===== src/rtl/addsub_pkg.sv =====
// Shared types and constants for the digit-serial adder/subtractor.
package addsub_pkg;

  // Control states: waiting for operands, stepping digits, presenting the result
  typedef enum logic [1:0] {
    IDLE = 2'd0,
    RUN  = 2'd1,
    HOLD = 2'd2
  } state_t;

  localparam logic MODE_ADD = 1'b0;
  localparam logic MODE_SUB = 1'b1;

endpackage


===== src/rtl/digit_adder.sv =====
// Combinational DIGIT-bit ripple chain of full-adder cells. Also exposes the
// carry into the top bit so the caller can derive two's-complement overflow.
module digit_adder #(
  parameter int DIGIT = 4
) (
  input  logic [DIGIT-1:0] a,
  input  logic [DIGIT-1:0] b,
  input  logic             cin,
  output logic [DIGIT-1:0] sum,
  output logic             cout,
  output logic             cmsb
);

  // Ripple the carry through one full-adder cell per bit
  always_comb begin
    logic c;
    c    = cin;
    sum  = '0;
    cmsb = 1'b0;
    for (int i = 0; i < DIGIT; i++) begin
      if (i == DIGIT - 1) cmsb = c;
      sum[i] = a[i] ^ b[i] ^ c;
      c      = (a[i] & b[i]) | (c & (a[i] ^ b[i]));
    end
    cout = c;
  end

endmodule


===== src/rtl/digit_serial_addsub.sv =====
// Multi-cycle WIDTH-bit adder/subtractor working DIGIT bits per clock, with
// ready/valid handshakes on operands and result, and carry/overflow/zero flags.
module digit_serial_addsub
  import addsub_pkg::*;
#(
  parameter int WIDTH = 16,
  parameter int DIGIT = 4
) (
  input  logic             clk,
  input  logic             reset_n,
  input  logic             in_valid,
  output logic             in_ready,
  input  logic             mode,
  input  logic [WIDTH-1:0] a,
  input  logic [WIDTH-1:0] b,
  input  logic             cin,
  output logic             out_valid,
  input  logic             out_ready,
  output logic [WIDTH-1:0] sum,
  output logic             cout,
  output logic             overflow,
  output logic             zero
);

  localparam int STEPS = WIDTH / DIGIT;
  localparam int SW    = $clog2(STEPS + 1);

  state_t           state, state_next;
  logic [SW-1:0]    step;
  logic             carry;
  logic [WIDTH-1:0] a_reg, b_reg;
  logic             accept, last;
  logic [DIGIT-1:0] da, db, ds;
  logic             dcout, dcmsb;
  logic [WIDTH-1:0] sum_next;

  assign in_ready  = (state == IDLE) || (state == HOLD && out_ready);
  assign out_valid = (state == HOLD);
  assign accept    = in_valid && in_ready;
  assign last      = (step == SW'(STEPS - 1));

  // Pick the operand digits addressed by the step counter
  always_comb begin
    da = '0;
    db = '0;
    for (int i = 0; i < STEPS; i++) begin
      if (step == SW'(i)) begin
        da = a_reg[i*DIGIT +: DIGIT];
        db = b_reg[i*DIGIT +: DIGIT];
      end
    end
  end

  digit_adder #(.DIGIT(DIGIT)) u_digit (
    .a   (da),
    .b   (db),
    .cin (carry),
    .sum (ds),
    .cout(dcout),
    .cmsb(dcmsb)
  );

  // Result with the current digit merged in; used for writeback and the zero flag
  always_comb begin
    sum_next = sum;
    for (int i = 0; i < STEPS; i++) begin
      if (step == SW'(i)) sum_next[i*DIGIT +: DIGIT] = ds;
    end
  end

  // State register
  always_ff @(posedge clk or negedge reset_n) begin
    if (!reset_n) state <= IDLE;
    else          state <= state_next;
  end

  // Next-state logic; a HOLD that is consumed can take a new bundle straight into RUN
  always_comb begin
    state_next = state;
    case (state)
      IDLE:    if (in_valid) state_next = RUN;
      RUN:     if (last)     state_next = HOLD;
      HOLD:    if (out_ready) state_next = in_valid ? RUN : IDLE;
      default: state_next = IDLE;
    endcase
  end

  // Operand capture on accept, then one digit per cycle into sum and the carry register
  always_ff @(posedge clk or negedge reset_n) begin
    if (!reset_n) begin
      step     <= '0;
      carry    <= 1'b0;
      a_reg    <= '0;
      b_reg    <= '0;
      sum      <= '0;
      cout     <= 1'b0;
      overflow <= 1'b0;
      zero     <= 1'b0;
    end else if (accept) begin
      // Subtract is a + ~b + ~cin, so borrow-in becomes an inverted carry-in
      a_reg <= a;
      b_reg <= (mode == MODE_SUB) ? ~b : b;
      carry <= (mode == MODE_SUB) ? ~cin : cin;
      step  <= '0;
    end else if (state == RUN) begin
      sum   <= sum_next;
      carry <= dcout;
      step  <= step + SW'(1);
      if (last) begin
        cout     <= dcout;
        overflow <= dcmsb ^ dcout;
        zero     <= (sum_next == '0);
      end
    end
  end

endmodule


===== config.mk =====
export PLATFORM = sky130hd
export DESIGN_NAME = digit_serial_addsub
export DESIGN_NICKNAME = d
export VERILOG_FILES = /design/src/rtl/addsub_pkg.sv /design/src/rtl/digit_adder.sv /design/src/rtl/digit_serial_addsub.sv
export SDC_FILE = /design/constraint.sdc
export NUM_CORES = 1
export LEC_CHECK = 0
export CAP_MARGIN = 0
export CORE_MARGIN = 2
export CORE_UTILIZATION = 40
export DETAILED_ROUTE_END_ITERATION = 8
export PLACE_DENSITY = 0.68
export SYNTH_ARGS = -nofsm -noshare
export SYNTH_HDL_FRONTEND = slang
export SYNTH_SLANG_ARGS = --single-unit

===== constraint.sdc =====
create_clock -name clk -period 4 [get_ports clk]
set_input_delay 0.8 -clock clk [delete_from_list [all_inputs] [get_ports clk]]
set_output_delay 0.8 -clock clk [all_outputs]
set_load 0.01 [all_outputs]

==> out/results.md <==
• **row count** 30
• **count of nets left with antenna violations after detail routing** 0
• **fin util** 0.558
• **final net count** 370
• **CTS Buf Count** 9
• **WS Path Type** reg2reg
• **post-synthesis sequential area ratio** 0.506
• **final worst-path cycle share** 0.937
• **Via density** 4.91
• **transition at the pin with the smallest max-transition slack** 0.946 ns
• **crit path time final** 3.75 ns
• **syn_area_per_cell** 11.0 µm²
• **cell-by-cell listing of the critical path** inv_2 -> ha_4 -> nor2b_1 -> a221oi_1 -> a21oi_1 -> a22o_1 -> fa_1 -> inv_1 -> fa_1 -> inv_1 -> fa_2 -> fa_1 -> nor4b_2 -> o2111ai_1 -> nor3_2 -> a22o_1
• **DRC marker count from the first detailed-route iteration** 81
• **critical path's slowest cell** sky130_fd_sc_hd__fa_1
• **termination of the worst setup path** zero
• **clock transition time at the flip-flop clock pins of the worst setup and hold paths** 0.06 ns
• **post-synthesis cell count** 256
• **DIE AREA** 7740 µm²
• **cell depth of the worst setup path** 16
• **endpoint of the worst-slack reg-to-reg timing path** zero
• **clock root buffer** sky130_fd_sc_hd__clkbuf_8
• **Pre-antenna DRT Iters** 5
• **finished layout cell area** 3790 µm²
• **gp weighted congestion** 0.829
• **required time at the worst-slack endpoint** 4.27 ns
• **r2r startpoint** step[1]
• **number of instances in the placed design** 406
• **crit path launch type** flip-flop
• **leakage dissipation** 1.60 nW
• **most used cell along the critical path** sky130_fd_sc_hd__fa_1
• **path category of the worst min-delay check** reg2reg
• **most common library cell in the layout ignoring fill and taps** sky130_fd_sc_hd__clkdlybuf4s50_1
• **number of buffer and inverter stages on the critical path** 3
• **WP data arrival** 4.01 ns
• **initial core utilization** 0.415
• **number of I/O pins** 59
• **DRC violations left** 0
• **Max IR drop VDD** 0.316 mV
• **Port Buffer Count** 58
• **run status** finished, final reports clean
• **layout cell share with drive strength beyond 1** 0.149
• **f_max** 0.267 GHz
• **gr ovfl total** 0
• **CTS tree** yes
• **Hold Fails Final Rpt** 0
• **Max H-tree Level** 3
• **endpoint kind of the worst setup timing path** flip-flop
• **Die Height** 88.0 µm
• **Max Fanout on Critical Path** 8
• **count of final max-slew check failures** 0
• **longest individual stage delay on the worst path** 0.48 ns
• **highest-count cells in the layout ignoring fill and taps** sky130_fd_sc_hd__clkdlybuf4s50_1 (57), sky130_fd_sc_hd__dfrtp_1 (56), sky130_fd_sc_hd__a21oi_1 (23), sky130_fd_sc_hd__nor2_1 (18), sky130_fd_sc_hd__nand2_1 (17)
• **overall via count from detail_route** 2,081
• **placement-stage cell area** 3520 µm²
• **Power per Cell Area** 846 nW/µm²
• **core area** 6790 µm²
• **antenna violations before repair** 0
• **critical path startpoint** step[1]
• **number of setup violations in the final report** 0
• **WL per Instance** 13.4 µm
• **CTS Sinks** 57
• **Final Instance Count excl. Fillers** 424
• **Post-Route Skew** 0.0112 ns
• **net count after synthesis** 303
• **global-route wire length before repair** 9750 µm
• **Yosys cell types** 31
• **die boundary width** 88.0 µm
• **antenna cell count** 0
• **Worst R2R Setup Slack** 0.25 ns
• **largest net degree at the start of global routing** 39
• **normalized max-slew margin** 0.367
• **synthesis-to-layout area growth** 34.3%
• **final routed wirelength across all metal layers** 5680 µm
• **cell class contributing the biggest share of worst-path delay** adder cells
• **Mapped Area** 2820 µm²
• **Skew-Pair Late Insertion Delay** 0.34 ns
• **depth of the worst register-to-register path** 16
• **MaxCap Viol Count** 0
• **post-detail-place hpwl** 4340 µm
• **Synth Register Bits** 57
• **Final TNS setup** 0 ns
• **final hold slack** 0.478 ns
• **via count of the first global-routing pass** 2,031
• **YS warnings** 0
• **Tot GR Track Use** 0.168
• **Max Root-Sink Buffers** 2
stage by stage:
step                      power (mW)  setup WS [ns]
after global routing            3.48       -0.00213
after floorplan                 2.00          0.255
final                           3.20          0.254
after global placement          2.54          0.177
after detailed placement        2.60         0.0159
after CTS                       3.15         0.0725
kinds of logic after synthesis:
kind of cell               synth area share
buffers and inverters                0.0523
xor gates and xnor gates             0.0590
DFF                                   0.506
AOI/OAI and AO/OA                     0.135
adders and majority gates            0.0506
and+or+nand+nor                      0.0905
muxes                                 0.107
cell usage after synthesis (all sizes together):
master / number / area share
dfrtp: 57 / 0.51
mux2: 25 / 0.10
a21oi: 23 / 0.041
nand2: 18 / 0.027
nor2: 18 / 0.024
inv: 17 / 0.023
o21ai: 15 / 0.027
xnor2: 14 / 0.043
buf: 10 / 0.024
nor2b: 10 / 0.022
a221oi: 8 / 0.025
a22o: 8 / 0.025
ha: 5 / 0.022
xor2: 5 / 0.016
clkbuf: 4 / 0.0058
fa: 4 / 0.028
a211oi: 2 / 0.0071
a22oi: 2 / 0.0053
mux2i: 2 / 0.0071
nor3: 2 / 0.0035
nor4: 2 / 0.0044
a21o: 1 / 0.0027
nand4: 1 / 0.0022
nor3b: 1 / 0.0044
nor4b: 1 / 0.0031
o2111ai: 1 / 0.0031
where the power goes:
| group | internal (mW) | switching (mW) | total (mW) |
|---|---|---|---|
| registers | 0.854 | 0.184 | 1.04 |
| clock network | 0.338 | 0.212 | 0.550 |
| logic | 0.826 | 0.791 | 1.62 |
| total | 2.02 | 1.19 | 3.20 |
per-layer routing:
metal  track usage  vias up  part of all wire
li1              -     1019                 -
met1         0.211      993              0.45
met2         0.274       58              0.49
met3        0.0377       11             0.040
met4        0.0853        0             0.020
met5             0        -                 0
layout make-up:
cell class	count	area, µm²
Timing Repair Buffer	70	666
Clock buffer	14	173
Clock inverter	2	35.0
Tap cell	96	120
Fill cell	617	3000
Multi-Input combinational cell	168	1310
Sequential cell	57	1430
Inverter	17	63.8
worst min path at each step:
stage                         from  slack [ns]       end  depth (start not counted)
after floorplan           a_reg[0]        0.45  a_reg[0]                          1
after global placement     sum[12]        0.47   sum[12]                          1
after detailed placement   sum[13]        0.47   sum[13]                          2
after CTS                  sum[13]        0.48   sum[13]                          2
after global routing          cout        0.52      cout                          1
final                      sum[13]        0.48   sum[13]                          2
what timing repair did:
| action | 4_1_cts | 5_1_grt |
|---|---|---|
| endpoints found under the hold margin | 0 | 0 |
| resized for setup | 1 | 11 |
| setup endpoints to repair | 1 | 1 |
| hold buffers | 0 | 0 |
| buffers inserted | 0 | 2 |
| pin swaps | 0 | 3 |
worst reg2reg max path: stages (launching register included):
cell and delay [ns]:
sky130_fd_sc_hd__dfrtp_1 0.42, sky130_fd_sc_hd__inv_2 0.12, sky130_fd_sc_hd__ha_4 0.19, sky130_fd_sc_hd__nor2b_1 0.06
sky130_fd_sc_hd__a221oi_1 0.26, sky130_fd_sc_hd__a21oi_1 0.07, sky130_fd_sc_hd__a22o_1 0.22, sky130_fd_sc_hd__fa_1 0.39
sky130_fd_sc_hd__inv_1 0.08, sky130_fd_sc_hd__fa_1 0.15, sky130_fd_sc_hd__inv_1 0.05, sky130_fd_sc_hd__fa_2 0.36
sky130_fd_sc_hd__fa_1 0.48, sky130_fd_sc_hd__nor4b_2 0.31, sky130_fd_sc_hd__o2111ai_1 0.18, sky130_fd_sc_hd__nor3_2 0.20
sky130_fd_sc_hd__a22o_1 0.14
Note: power is estimated with default switching activity, not from simulation.
